===== config.mk =====
export PLATFORM = sky130hd
export DESIGN_NAME = pulse_sync_gen
export DESIGN_NICKNAME = d
export VERILOG_FILES = /design/src/rtl/pulse_sync_gen.sv
export SDC_FILE = /design/constraint.sdc
export NUM_CORES = 1
export LEC_CHECK = 0
export CORE_UTILIZATION = 45
export DETAILED_ROUTE_END_ITERATION = 7
export PLACE_DENSITY = 0.76
export SLEW_MARGIN = 20
export SYNTH_ARGS = -nofsm -noshare
export SYNTH_HDL_FRONTEND = slang
export SYNTH_SLANG_ARGS = --single-unit

===== constraint.sdc =====
create_clock -name sysclk -period 7 [get_ports sysclk]
set_clock_uncertainty 0.15 [all_clocks]
set_input_delay 1.05 -clock sysclk [delete_from_list [all_inputs] [get_ports sysclk]]
set_output_delay 1.05 -clock sysclk [all_outputs]
set_load 0.1 [all_outputs]

===== src/rtl/pulse_sync_gen.sv =====
// Multi-channel radar pulse sync generator: one delayed, programmable-width pulse
// per channel each frame, with shadowed configuration applied at frame boundaries.
module pulse_sync_gen #(
  parameter int unsigned NUM_CH = 4,
  parameter int unsigned CNT_W  = 24,
  parameter int unsigned PERIOD = 100000,
  parameter int unsigned MODE   = 0
) (
  input  logic                    sysclk,
  input  logic                    btn,
  input  logic                    trig_in,
  input  logic                    cfg_load,
  input  logic [NUM_CH-1:0]       cfg_en,
  input  logic [NUM_CH*CNT_W-1:0] cfg_delay,
  input  logic [NUM_CH*CNT_W-1:0] cfg_width,
  output logic [NUM_CH-1:0]       ja,
  output logic                    frame_sync,
  output logic                    cfg_pending,
  output logic [15:0]             frame_cnt
);

  localparam logic [CNT_W-1:0] T_LAST = CNT_W'(PERIOD - 1);
  localparam logic [CNT_W-1:0] T_MAX  = '1;

  logic                    trig_s1_q, trig_s1_d;
  logic                    trig_s2_q, trig_s2_d;
  logic                    trig_s3_q, trig_s3_d;
  logic [CNT_W-1:0]        t_q, t_d, t_cur;
  logic                    fs;
  logic [NUM_CH-1:0]       act_en_q, act_en_d, pend_en_q, pend_en_d;
  logic [NUM_CH*CNT_W-1:0] act_delay_q, act_delay_d, act_width_q, act_width_d;
  logic [NUM_CH*CNT_W-1:0] pend_delay_q, pend_delay_d, pend_width_q, pend_width_d;
  logic                    pend_valid_q, pend_valid_d;
  logic [NUM_CH-1:0]       ja_q, ja_d;
  logic                    frame_sync_q, frame_sync_d;
  logic [15:0]             frame_cnt_q, frame_cnt_d;

  always_comb begin
    trig_s1_d    = trig_in;
    trig_s2_d    = trig_s1_q;
    trig_s3_d    = trig_s2_q;
    fs           = 1'b0;
    t_cur        = t_q;
    t_d          = t_q;
    act_en_d     = act_en_q;
    act_delay_d  = act_delay_q;
    act_width_d  = act_width_q;
    pend_en_d    = pend_en_q;
    pend_delay_d = pend_delay_q;
    pend_width_d = pend_width_q;
    pend_valid_d = pend_valid_q;
    ja_d         = '0;
    frame_sync_d = 1'b0;
    frame_cnt_d  = frame_cnt_q;

    if (MODE == 0) begin
      fs    = (t_q == '0);
      t_cur = t_q;
      t_d   = (t_q == T_LAST) ? '0 : t_q + CNT_W'(1);
    end else begin
      fs    = trig_s2_q & ~trig_s3_q;
      t_cur = fs ? '0 : t_q;
      t_d   = fs ? CNT_W'(1) : ((t_q == T_MAX) ? t_q : t_q + CNT_W'(1));
    end

    if (fs && pend_valid_q) begin
      act_en_d     = pend_en_q;
      act_delay_d  = pend_delay_q;
      act_width_d  = pend_width_q;
      pend_valid_d = 1'b0;
    end
    // A load coinciding with FS lands in pending after the old pending was applied.
    if (cfg_load) begin
      pend_en_d    = cfg_en;
      pend_delay_d = cfg_delay;
      pend_width_d = cfg_width;
      pend_valid_d = 1'b1;
    end

    // Compare against the config taking effect this cycle so delay=0 fires right after FS.
    for (int unsigned i = 0; i < NUM_CH; i++) begin
      ja_d[i] = act_en_d[i]
             && (t_cur >= act_delay_d[i*CNT_W +: CNT_W])
             && ({1'b0, t_cur} < ({1'b0, act_delay_d[i*CNT_W +: CNT_W]}
                                + {1'b0, act_width_d[i*CNT_W +: CNT_W]}));
    end

    frame_sync_d = fs;
    if (fs) frame_cnt_d = frame_cnt_q + 16'd1;
  end

  always_ff @(posedge sysclk) begin
    if (btn) begin
      trig_s1_q    <= 1'b0;
      trig_s2_q    <= 1'b0;
      trig_s3_q    <= 1'b0;
      t_q          <= '0;
      act_en_q     <= '0;
      act_delay_q  <= '0;
      act_width_q  <= '0;
      pend_en_q    <= '0;
      pend_delay_q <= '0;
      pend_width_q <= '0;
      pend_valid_q <= 1'b0;
      ja_q         <= '0;
      frame_sync_q <= 1'b0;
      frame_cnt_q  <= '0;
    end else begin
      trig_s1_q    <= trig_s1_d;
      trig_s2_q    <= trig_s2_d;
      trig_s3_q    <= trig_s3_d;
      t_q          <= t_d;
      act_en_q     <= act_en_d;
      act_delay_q  <= act_delay_d;
      act_width_q  <= act_width_d;
      pend_en_q    <= pend_en_d;
      pend_delay_q <= pend_delay_d;
      pend_width_q <= pend_width_d;
      pend_valid_q <= pend_valid_d;
      ja_q         <= ja_d;
      frame_sync_q <= frame_sync_d;
      frame_cnt_q  <= frame_cnt_d;
    end
  end

  assign ja          = ja_q;
  assign frame_sync  = frame_sync_q;
  assign cfg_pending = pend_valid_q;
  assign frame_cnt   = frame_cnt_q;

endmodule

**After elaboration in Yosys (flattened, before gate mapping)**

Cells that the tools add are included.

- Flip-flop bits (word level): 438
- Latch bits: 0
- Memory bits (writable): 0
- Bits in read-only memories: 0
- Output and inout port bits: 22
- Logic and storage cells: 43
- Memories: 0

- $add $sub $neg: 6
- Multiply operators: 0
- Div/mod/pow operators: 0
- Order comparisons: 8
- Eq/ne operators: 1
- Shift-type cells: 0
- Multiplexer cells: 5
- Bitwise gates (word level): 0
- Reduce and logical (&&, ||, !) cells: 12

Operators by type and width:

| operator | number |
|---|---|
| $mux W96 | 2 |
| $add A24 B24 Y25 | 4 |
| $lt A24 B25 Y1 | 4 |
| $ge A24 B24 Y1 | 4 |
| $add A24 B1 Y24 const B | 1 |
| $eq A24 B17 Y1 const B | 1 |
| $logic_not A24 Y1 | 1 |
| $add A16 B1 Y16 const B | 1 |
| $logic_and A1 B1 Y1 | 9 |
| $mux W4 | 1 |
| $mux W1 | 2 |
| $reduce_bool A2 Y1 | 1 |
| $reduce_or A2 Y1 | 1 |

**Depth between registers and ports, before layout**

Gate-level depths: netlist (run 1).

- Depth in word-level cells: 6
- Gate-level depth with buffers: 32

**Worst setup path after synthesis (run 1)**

No wires, ideal clock.

- Path type: register to register
- From: register pend_valid_q, in the netlist cfg_pending
- To: register ja_q[2], in the netlist ja[2]
- Data arrival time: 6.480 ns
- Path slack: 0.291 ns
- Cell stages (with the launch flop): 30
- Path buffers: 4
- Period minus slack after synthesis: 6.709 ns
- Path through: dfxtp_1 > and4_1 > buf_2 > nand2_2 > buf_2 > clkbuf_1 > buf_1 > nand2_1 > nand2_1 > ha_1 > fa_1 > a21o_1 > maj3_1 > maj3_2 > o2111a_1 > o31a_1 > o211ai_2 > a21o_1 > nand2_1 > o311ai_1 > ha_1 > a21oi_1 > nor2b_1 > o21ai_0 > nand2b_1 > a2111oi_0 > o21ai_0 > nand3_1 > o21ai_0 > o211ai_1

- Cells in the longest elaborated chain, start to end: 5
- Elaborated cells on any way between the ends: 9

RTL lines:

| what | RTL line | source |
|---|---|---|
| from (decl) | 33 | `logic pend_valid_q, pend_valid_d;` |
| from (signal assigned) | 119 | `pend_valid_q <= pend_valid_d;` |
| $logic_and A1 B1 Y1 * | 66 | `if (fs && pend_valid_q) begin` |
| $mux W96 * | 66 |  |
| named net act_delay_d[48] | 31 | `logic [NUM_CH*CNT_W-1:0] act_delay_q, act_delay_d, act_width_q, act_width_d;` |
| $add A24 B24 Y25 or $ge A24 B24 Y1 (tied branches) | 85, 83 |  |
| $lt A24 B25 Y1 or $logic_and A1 B1 Y1 (tied branches) | 84, 83 |  |
| $logic_and A1 B1 Y1 * | 84 | `&& ({1'b0, t_cur} < ({1'b0, act_delay_d[i*CNT_W +: CNT_W]}` |
| to (signal assigned) | 120 | `ja_q <= ja_d;` |
| to (decl) | 34 | `logic [NUM_CH-1:0] ja_q, ja_d;` |

The timed path passes the listed nets; every way through them passes the cells marked *.
A chain may end at the register's enable or synchronous reset.

**Worst setup path in the final report (run 1)**

- From: register t_q[0], in the netlist t_cur[0]
- To: register ja_q[2], in the netlist ja[2]

- Cells in the longest elaborated chain, start to end: 6
- Elaborated cells on any way between the ends: 10

RTL lines:

| what | RTL line | source |
|---|---|---|
| from (decl) | 28 | `logic [CNT_W-1:0] t_q, t_d, t_cur;` |
| from (signal assigned) | 112 | `t_q <= t_d;` |
| $logic_not A24 Y1 * | 57 | `fs = (t_q == '0);` |
| $logic_and A1 B1 Y1 * | 66 |  |
| $mux W96 * | 66 |  |
| named net act_delay_d[49] | 31 |  |
| $add A24 B24 Y25 or $ge A24 B24 Y1 (tied branches) | 85, 83 |  |
| $lt A24 B25 Y1 or $logic_and A1 B1 Y1 (tied branches) | 84, 83 |  |
| $logic_and A1 B1 Y1 * | 84 |  |

Marks and branches as above.

==> results.sh, run 1 <==
export IMPL_status="finished clean"
export IMPL_pin_count=222
export IMPL_grt_max_degree=128
export IMPL_use_met2=0.370
export IMPL_synth_fp_nets=3560
export IMPL_post_route_period_util=0.946
export IMPL_syn_cell_area_um2=25900
export IMPL_cts_resized=0
export IMPL_htreeDepth=2
export IMPL_die_w_um=242
export IMPL_ys_types=85
export IMPL_drv_slew=0
export IMPL_avgRoutedWirePerCell_um=16.4
export IMPL_timing_setup_tns_ps=0
export IMPL_synth_async_reset_ratio=0
export IMPL_hp_class="register to register"
export IMPL_crit_type="register to register"
export IMPL_cts_made_buffers=47
export IMPL_seq_area_frac_synth=0.338
export IMPL_pre_cts_ws_ps=453
export IMPL_setup_worst_path_end_class="register"
export IMPL_final_common_cell="dfxtp_1"
export IMPL_vias_per_cell=5.37
export IMPL_clk_path_buf_depth=3
export IMPL_hold_worst_slack_ps=306
export IMPL_drc=0
export IMPL_drt_antenna_violating_nets=0
export IMPL_antennaDiodeCount=0
export IMPL_finalNetCount=3746
export IMPL_core_area_um2=56700
export IMPL_synth_area_leaders="dfxtp_1 (34%), ha_1 (13%), mux2i_1 (11%)"
export IMPL_gr_total_overflow=0
export IMPL_max_cap_violations=0
export IMPL_cts_tree="done"
export IMPL_start_kind="register"
export IMPL_ys_seq_elements=438
export IMPL_use_met3=0.0462
export IMPL_dr_pass1_iters=6
export IMPL_finalSetupViolCount=0
export IMPL_drt_initial_drc_count=1237
export IMPL_root_buffer="clkbuf_16"
export IMPL_finalHoldViolCount=0
export IMPL_grt_pass1_wl_um=107000
export IMPL_fillers=5194
export IMPL_vias=21800
export IMPL_cts_sinks=438
export IMPL_leakage_nw=15.0
export IMPL_dieArea_um2=58600
export IMPL_yosysWarnings=0
export IMPL_area_growth_pct=18.2
export IMPL_routed_wl_um=66800
export IMPL_min_period_ps=6620
export IMPL_worstPathArrival_ps=6990
export IMPL_place_gp_congestion=0.889
export IMPL_fmax_ghz=0.151
export IMPL_rsz0062_at_grt="false"
export IMPL_yosysTopAreaCell="dfxtp_1"
export IMPL_grt_pass1_vias=20700
export IMPL_cellPowerDensity_nw_per_um2=204
export IMPL_setup_slack_ps=380
export IMPL_chipHeight_um=242
export IMPL_gr_usage_met1=0.291
export IMPL_cts_setup_buffers=0
export IMPL_antenna_found_initial=3
export IMPL_relSlewSlack=0.236
export IMPL_layout_common_cells="dfxtp_1 (438), nor2_1 (410), nand2_1 (396)"
export IMPL_drive_above_1_share=0.0535
export IMPL_track_usage=0.224
export IMPL_cts_clk_slew_worst_paths_ps=70
export IMPL_insertion_delay_ps=600
export IMPL_p_total_w=0.00626
export IMPL_worstMarginPinSlew_ps=1140
export IMPL_cts_hold_buffers=0
export IMPL_avgSynthCellArea_um2=8.39
export IMPL_multi_input_area_um2=16200
export IMPL_synthCells=3093
export IMPL_start_util=0.457
export IMPL_utilization=0.541
export IMPL_worst_path_max_fanout=12
export IMPL_hpwl_um=47800
export IMPL_yosysTopAreaCellShare=0.338
export IMPL_rows=87
export IMPL_seqCellArea_um2=8770
export IMPL_grt_busiest_layer="met2"
export IMPL_max_vdd_ir_drop_v=0.000147
export IMPL_required_ps=7370
export IMPL_synth_flop_cell="dfxtp_1"
export IMPL_synth_edf_count=0
export IMPL_port_buffer_count=220
## path summary, 6_finish.rpt
path	start	to	slack, ps	cells past startpoint
min	act_width_q[11]	act_width_q[11]	310	2
min reg2reg	act_width_q[11]	act_width_q[11]	310	2
max	t_cur[0]	ja[2]	380	27
max reg2reg	t_cur[0]	ja[2]	380	27
## per-layer routing
metal	vias to the layer above	routed length (um)
met2	471	30200
met1	10100	30900
met4	2	1830
met5	-	13
li1	11200	-
met3	97	3830
## registers in the layout (all words and copies together), names as in the netlist
signal        count
pend_en_q         4
act_delay_q      96
pend_width_q     96
frame_cnt        16
cfg_pending       1
act_en_q          4
act_width_q      96
pend_delay_q     96
frame_sync        1
ja                4
t_cur            24
## stage by stage
step / area [um2] / std cells
6_report: 30700 / 4067
5_1_grt: 30700 / 4067
4_1_cts: 30600 / 4066
3_5_place_dp: 29000 / 3985
3_3_place_gp: 29000 / 3985
2_1_floorplan: 25900 / 3093
## cell type report
class                   instances  area share
multi-input cells            2387       0.527
well taps                     756      0.0308
inverters                     126      0.0154
flip-flops and latches        438       0.286
repair buffers                279      0.0885
clock inverters                17     0.00836
clock buffers                  64      0.0441
## cells in the mapped netlist, drive strengths merged (10+ instances only)
cell type / number
a21o: 88
nor2: 410
maj3: 10
a2111oi: 11
inv: 126
a31oi: 16
nor4: 15
or2: 14
a21oi: 256
nand4: 34
nor3: 39
a221oi: 11
xnor2: 67
or3: 12
a211oi: 12
xor2: 71
clkbuf: 102
and2: 14
nand3: 55
and3: 18
nor2b: 20
buf: 40
o21ai: 94
mux2i: 290
o21bai: 16
o211ai: 15
ha: 263
nand2: 397
dfxtp: 438
nand2b: 23
## power breakdown
group          internal [W]  leakage, nW  total, W  switching, W
Combinational      0.000448         10.7  0.000986      0.000538
Clock               0.00157        0.789   0.00261       0.00104
Sequential          0.00259         3.57   0.00266     0.0000708
## cells by family (layout without fill, tap and decap cells)
logic type      after synthesis  in the layout  share of synthesized area
flops                       438            438                      0.338
xor+xnor                    138            138                     0.0466
simple gates               1071           1071                      0.180
buf+inv                     268            486                     0.0396
mux                         292            292                      0.113
compound gates              609            609                      0.149
fa+ha+maj                   277            277                      0.134
## worst max-delay path, cell delays in order, from the launching register on
cell	delay, ps
dfxtp_1	310
inv_1	70
ha_1	140
nor4b_2	260
and4_1	460
nand2_8	150
mux2i_1	300
inv_1	140
fa_1	490
a21o_1	190
maj3_1	390
maj3_2	330
o2111a_1	240
o31a_1	320
o211ai_2	230
a21o_1	210
nand2_1	90
o311ai_1	370
ha_1	320
a21oi_1	160
nor2b_1	60
o21ai_0	160
nand2b_1	70
a2111oi_0	510
o21ai_0	160
nand3_1	110
o21ai_0	70
o211ai_1	80
No activity file was read; power rests on OpenSTA's default activity.
==> run 2: changes to the inputs <==
- CORE_ASPECT_RATIO: default -> 0.75
- GPL_TIMING_DRIVEN: default -> 0
- TNS_END_PERCENT: default -> 1
==> run 2 against run 1 <==
Against the previous run: cell area increased by 2.0%; first-iteration DRC count grew 81%; maximum frequency down 2.9%; final cell count is 3.0% higher; clock power is 7.7% lower; utilization grew 1.4 points; flip-flop and latch count unchanged.
==> results.sh, run 2 (synthesis gave the netlist of run 1 again) <==
export IMPL_track_usage=0.271
export IMPL_hold_worst_slack_ps=308
export IMPL_cts_hold_buffers=0
export IMPL_drt_initial_drc_count=2236
export IMPL_layout_common_cells="dfxtp_1 (416), nor2_1 (410), nand2_1 (396)"
export IMPL_required_ps=7320
export IMPL_cellPowerDensity_nw_per_um2=198
export IMPL_setup_worst_path_end_class="register"
export IMPL_antennaDiodeCount=0
export IMPL_leakage_nw=15.2
export IMPL_drive_above_1_share=0.0710
export IMPL_htreeDepth=2
export IMPL_root_buffer="clkbuf_16"
export IMPL_status="finished clean"
export IMPL_drt_antenna_violating_nets=0
export IMPL_rr_startpoint="t_cur[0]"
export IMPL_post_route_period_util=0.974
export IMPL_port_buffer_count=218
export IMPL_gr_total_overflow=0
export IMPL_relSlewSlack=0.228
export IMPL_max_cap_violations=0
export IMPL_hp_class="register to register"
export IMPL_critical_path_slowest_cell="fa_2"
export IMPL_multi_input_area_um2=16400
export IMPL_cts_sinks=438
export IMPL_fmax_ghz=0.147
export IMPL_vias=23500
export IMPL_pre_cts_ws_ps=-2000
export IMPL_max_stage_delay_ps=400
export IMPL_drv_slew=0
export IMPL_cts_clk_slew_worst_paths_ps=70
export IMPL_place_gp_congestion=0.984
export IMPL_hp_start="act_width_q[35]"
export IMPL_dr_pass1_iters=6
export IMPL_cts_made_buffers=43
export IMPL_crit_top_cell="nand2_1"
export IMPL_crit_type="register to register"
export IMPL_grt_pass1_vias=21800
export IMPL_max_vdd_ir_drop_v=0.000157
export IMPL_die_w_um=279
export IMPL_worstMarginPinSlew_ps=1160
export IMPL_hpwl_um=59800
export IMPL_vias_per_cell=5.61
export IMPL_clk_path_buf_depth=3
export IMPL_chipHeight_um=210
export IMPL_critical_path_buf_inv_count=5
export IMPL_dieArea_um2=58600
export IMPL_area_growth_pct=20.6
export IMPL_grt_max_degree=15
export IMPL_cp_top_family="compound AO/OA/AOI/OAI gates"
export IMPL_worstPathArrival_ps=7140
export IMPL_grt_pass1_wl_um=124000
export IMPL_crit_path_start="t_cur[0]"
export IMPL_finalSetupViolCount=0
export IMPL_timing_setup_tns_ps=0
export IMPL_rows=75
export IMPL_finalHoldViolCount=0
export IMPL_finalNetCount=3859
export IMPL_min_period_ps=6820
export IMPL_drc=0
export IMPL_start_kind="register"
export IMPL_seqCellArea_um2=8830
export IMPL_avgRoutedWirePerCell_um=19.5
export IMPL_start_util=0.460
export IMPL_worst_path_max_fanout=10
export IMPL_pin_count=222
export IMPL_utilization=0.555
export IMPL_antenna_found_initial=5
export IMPL_insertion_delay_ps=610
export IMPL_rsz0062_at_grt="true"
export IMPL_core_area_um2=56400
export IMPL_finalNonFillerCells=4191
export IMPL_post_place_cells=4081
export IMPL_final_common_cell="dfxtp_1"
export IMPL_routed_wl_um=81600
export IMPL_fillers=5085
export IMPL_cts_tree="done"
export IMPL_setup_slack_ps=184
## run 2: changes by cell type in the layout (fill, tap and decap cells not counted), moves of 10 or more
cell,previous run,this run
clkbuf_2,0,10
buf_4,55,41
buf_1,0,23
dfxtp_4,0,13
clkbuf_1,8,85
dfxtp_1,438,416
## run 2: layout make-up
class,instances,share of cell area
plain buffers,141,0.0224
clock buffers,58,0.0404
clock inverters,16,0.00560
inverters,126,0.0152
multi-input cells,2387,0.524
flip-flops and latches,438,0.282
well taps,770,0.0308
repair buffers,255,0.0790
## run 2: per-layer routing
layer / track usage / part of all wire / vias up
li1: - / - / 11400
met1: 0.390 / 0.46 / 10900
met2: 0.400 / 0.40 / 1032
met3: 0.0606 / 0.10 / 194
met4: 0.0836 / 0.034 / 6
met5: 0 / 0.00048 / -
## run 2: worst register-to-register path, delay by kind of cell (launching register included)
family	cells	cell delay, ps
AOI/OAI and AO/OA	11	2380
adders and majority gates	6	1790
buffers and inverters	5	880
DFF	1	390
and+or+nand+nor	10	1100
## run 2: final timing paths
path	cells after the start	slack, ps	endpoint
worst max register to register	32	180	ja[2]
worst min-delay path	2	310	act_width_q[35]
worst min register to register	2	310	act_width_q[35]
worst max-delay path	32	180	ja[2]
## run 2: per-stage QoR
step / total power [W] / instance area [um2]
CTS: 0.00619 / 30800
floorplan: 0.00337 / 25900
global route: 0.00643 / 31300
finish: 0.00619 / 31300
global placement: 0.00375 / 29100
detailed placement: 0.00376 / 29100
## run 2: repair_timing
item,in CTS,in global routing
setup buffers,6,31
pin swaps,3,14
gates resized for setup,91,61
endpoints found under the setup margin,4,4
## run 2: power breakdown
part           internal (W)  switching (W)
clock               0.00137        0.00104
combinational      0.000474       0.000649
sequential          0.00259      0.0000674
total               0.00444        0.00176
==> run 3: changes to the inputs <==
- CORE_UTILIZATION: 45 -> 53
- PLACE_DENSITY: 0.76 -> 0.86
==> run 3 against run 2 <==
Against the previous run: via count up 1.9%; final cell count down 3.2%; power up 0.89%; maximum frequency down 1.7%; critical path depth down 7; utilization up 9.6 points; register-to-register slack worse by 120 ps; sequential power about the same; cell area down 0.46%; sequential share of layout area up 0.083 points; count of clock-buffer cells in the layout up 2; global-route usage up 3.7 points.
==> results.sh, run 3 (synthesis gave the netlist of run 1 again) <==
export IMPL_status="finished clean"
export IMPL_max_cap_violations=0
export IMPL_antenna_found_initial=1
export IMPL_worst_path_max_fanout=14
export IMPL_routed_wl_um=80600
export IMPL_cts_tree="done"
export IMPL_cellPowerDensity_nw_per_um2=201
export IMPL_dr_pass1_iters=6
export IMPL_avgRoutedWirePerCell_um=19.9
export IMPL_hold_worst_slack_ps=310
export IMPL_dieArea_um2=49800
export IMPL_relSlewSlack=0.137
export IMPL_drc=0
export IMPL_port_buffer_count=218
export IMPL_cts_sinks=438
export IMPL_pre_cts_ws_ps=-1870
export IMPL_worstMarginPinSlew_ps=1290
export IMPL_placed_area_um2=28900
export IMPL_rows=69
export IMPL_grt_pass1_vias=22300
export IMPL_drt_initial_drc_count=2219
export IMPL_setup_slack_ps=66.6
export IMPL_fmax_ghz=0.144
export IMPL_hpwl_um=58300
export IMPL_max_vdd_ir_drop_v=0.000144
export IMPL_clk_path_buf_depth=3
export IMPL_critical_path_slowest_cell="dfxtp_2"
export IMPL_utilization=0.651
export IMPL_start_util=0.542
export IMPL_post_route_period_util=0.990
export IMPL_chipHeight_um=194
export IMPL_cts_clk_slew_worst_paths_ps=70
export IMPL_area_growth_pct=20.0
export IMPL_drv_slew=0
export IMPL_drt_antenna_violating_nets=0
export IMPL_grt_max_degree=16
export IMPL_insertion_delay_ps=570
export IMPL_hp_class="register to register"
export IMPL_finalNetCount=3850
export IMPL_min_period_ps=6930
export IMPL_start_kind="register"
export IMPL_design_area_um2=31100
export IMPL_critical_path_buf_inv_count=5
export IMPL_vias=24000
export IMPL_vias_per_cell=5.91
export IMPL_leakage_nw=15.1
export IMPL_place_gp_congestion=0.970
export IMPL_root_buffer="clkbuf_16"
export IMPL_core_area_um2=47800
export IMPL_finalSetupViolCount=0
export IMPL_finalNonFillerCells=4056
export IMPL_drive_above_1_share=0.0679
export IMPL_fillers=3877
export IMPL_htreeDepth=2
export IMPL_gr_total_overflow=0
export IMPL_worstPathArrival_ps=7220
export IMPL_cts_made_buffers=43
export IMPL_track_usage=0.308
export IMPL_die_w_um=257
export IMPL_layout_common_cells="dfxtp_1 (416), nor2_1 (410), nand2_1 (394)"
export IMPL_crit_type="register to register"
export IMPL_setup_worst_path_end_class="register"
export IMPL_max_stage_delay_ps=680
export IMPL_crit_top_cell="a21oi_1"
export IMPL_pin_count=222
export IMPL_grt_pass1_wl_um=123000
export IMPL_finalHoldViolCount=0
export IMPL_cp_top_family="compound AO/OA/AOI/OAI gates"
export IMPL_required_ps=7290
export IMPL_post_place_cells=3950
export IMPL_final_common_cell="dfxtp_1"
## run 3: per-stage QoR
step / TNS, ps / total power, W
detailed placement: -6580 / 0.00376
global route: -144 / 0.00646
global placement: -6670 / 0.00373
floorplan: 0 / 0.00337
CTS: 0 / 0.00620
finish: 0 / 0.00625
## run 3: worst paths after layout
path / startpoint / to / slack (ps) / cells past startpoint
hold reg to reg: act_width_q[90] / act_width_q[90] / 310 / 2
setup / recovery: t_cur[15] / ja[1] / 70 / 25
setup reg to reg: t_cur[15] / ja[1] / 70 / 25
hold / removal: act_width_q[90] / act_width_q[90] / 310 / 2
## run 3: final cells by class
type	count	area, um2	share of cell area
multi-input cells	2387	16400	0.528
flip-flops and latches	438	8810	0.283
repair buffers	245	2400	0.0770
clock buffers	60	1230	0.0396
well taps	639	800	0.0257
plain buffers	142	729	0.0234
inverters	126	477	0.0153
clock inverters	18	243	0.00780
diodes	1	2.50	0.0000804
## run 3: layer usage
metal,vias to the layer above,wire length (um),track usage
met4,0,3130,0.113
met3,210,8870,0.0684
li1,11400,-,-
met2,1168,33600,0.467
met5,-,0,0
met1,11200,34900,0.428
## run 3: timing repair
item                                    in CTS  in global routing
buffers inserted                             9                 18
pin swaps                                    3                 12
gates resized for setup                     89                 75
endpoints found under the setup margin       4                  4
hold endpoints to repair                     0                  0
hold buffers                                 0                  0
gates cloned                                 0                  0
## run 3: where the power goes
part	switching [W]	internal [W]	total [W]	leakage, nW
registers	0.0000691	0.00259	0.00266	3.59
logic	0.000654	0.000480	0.00113	10.8
clock network	0.00103	0.00142	0.00246	0.718
total	0.00175	0.00449	0.00625	15.1
## run 3: tightest hold or removal path, stage by stage (launching register included)
cell     delay, ps
dfxtp_1        300
nand2_1         60
a21oi_1         60
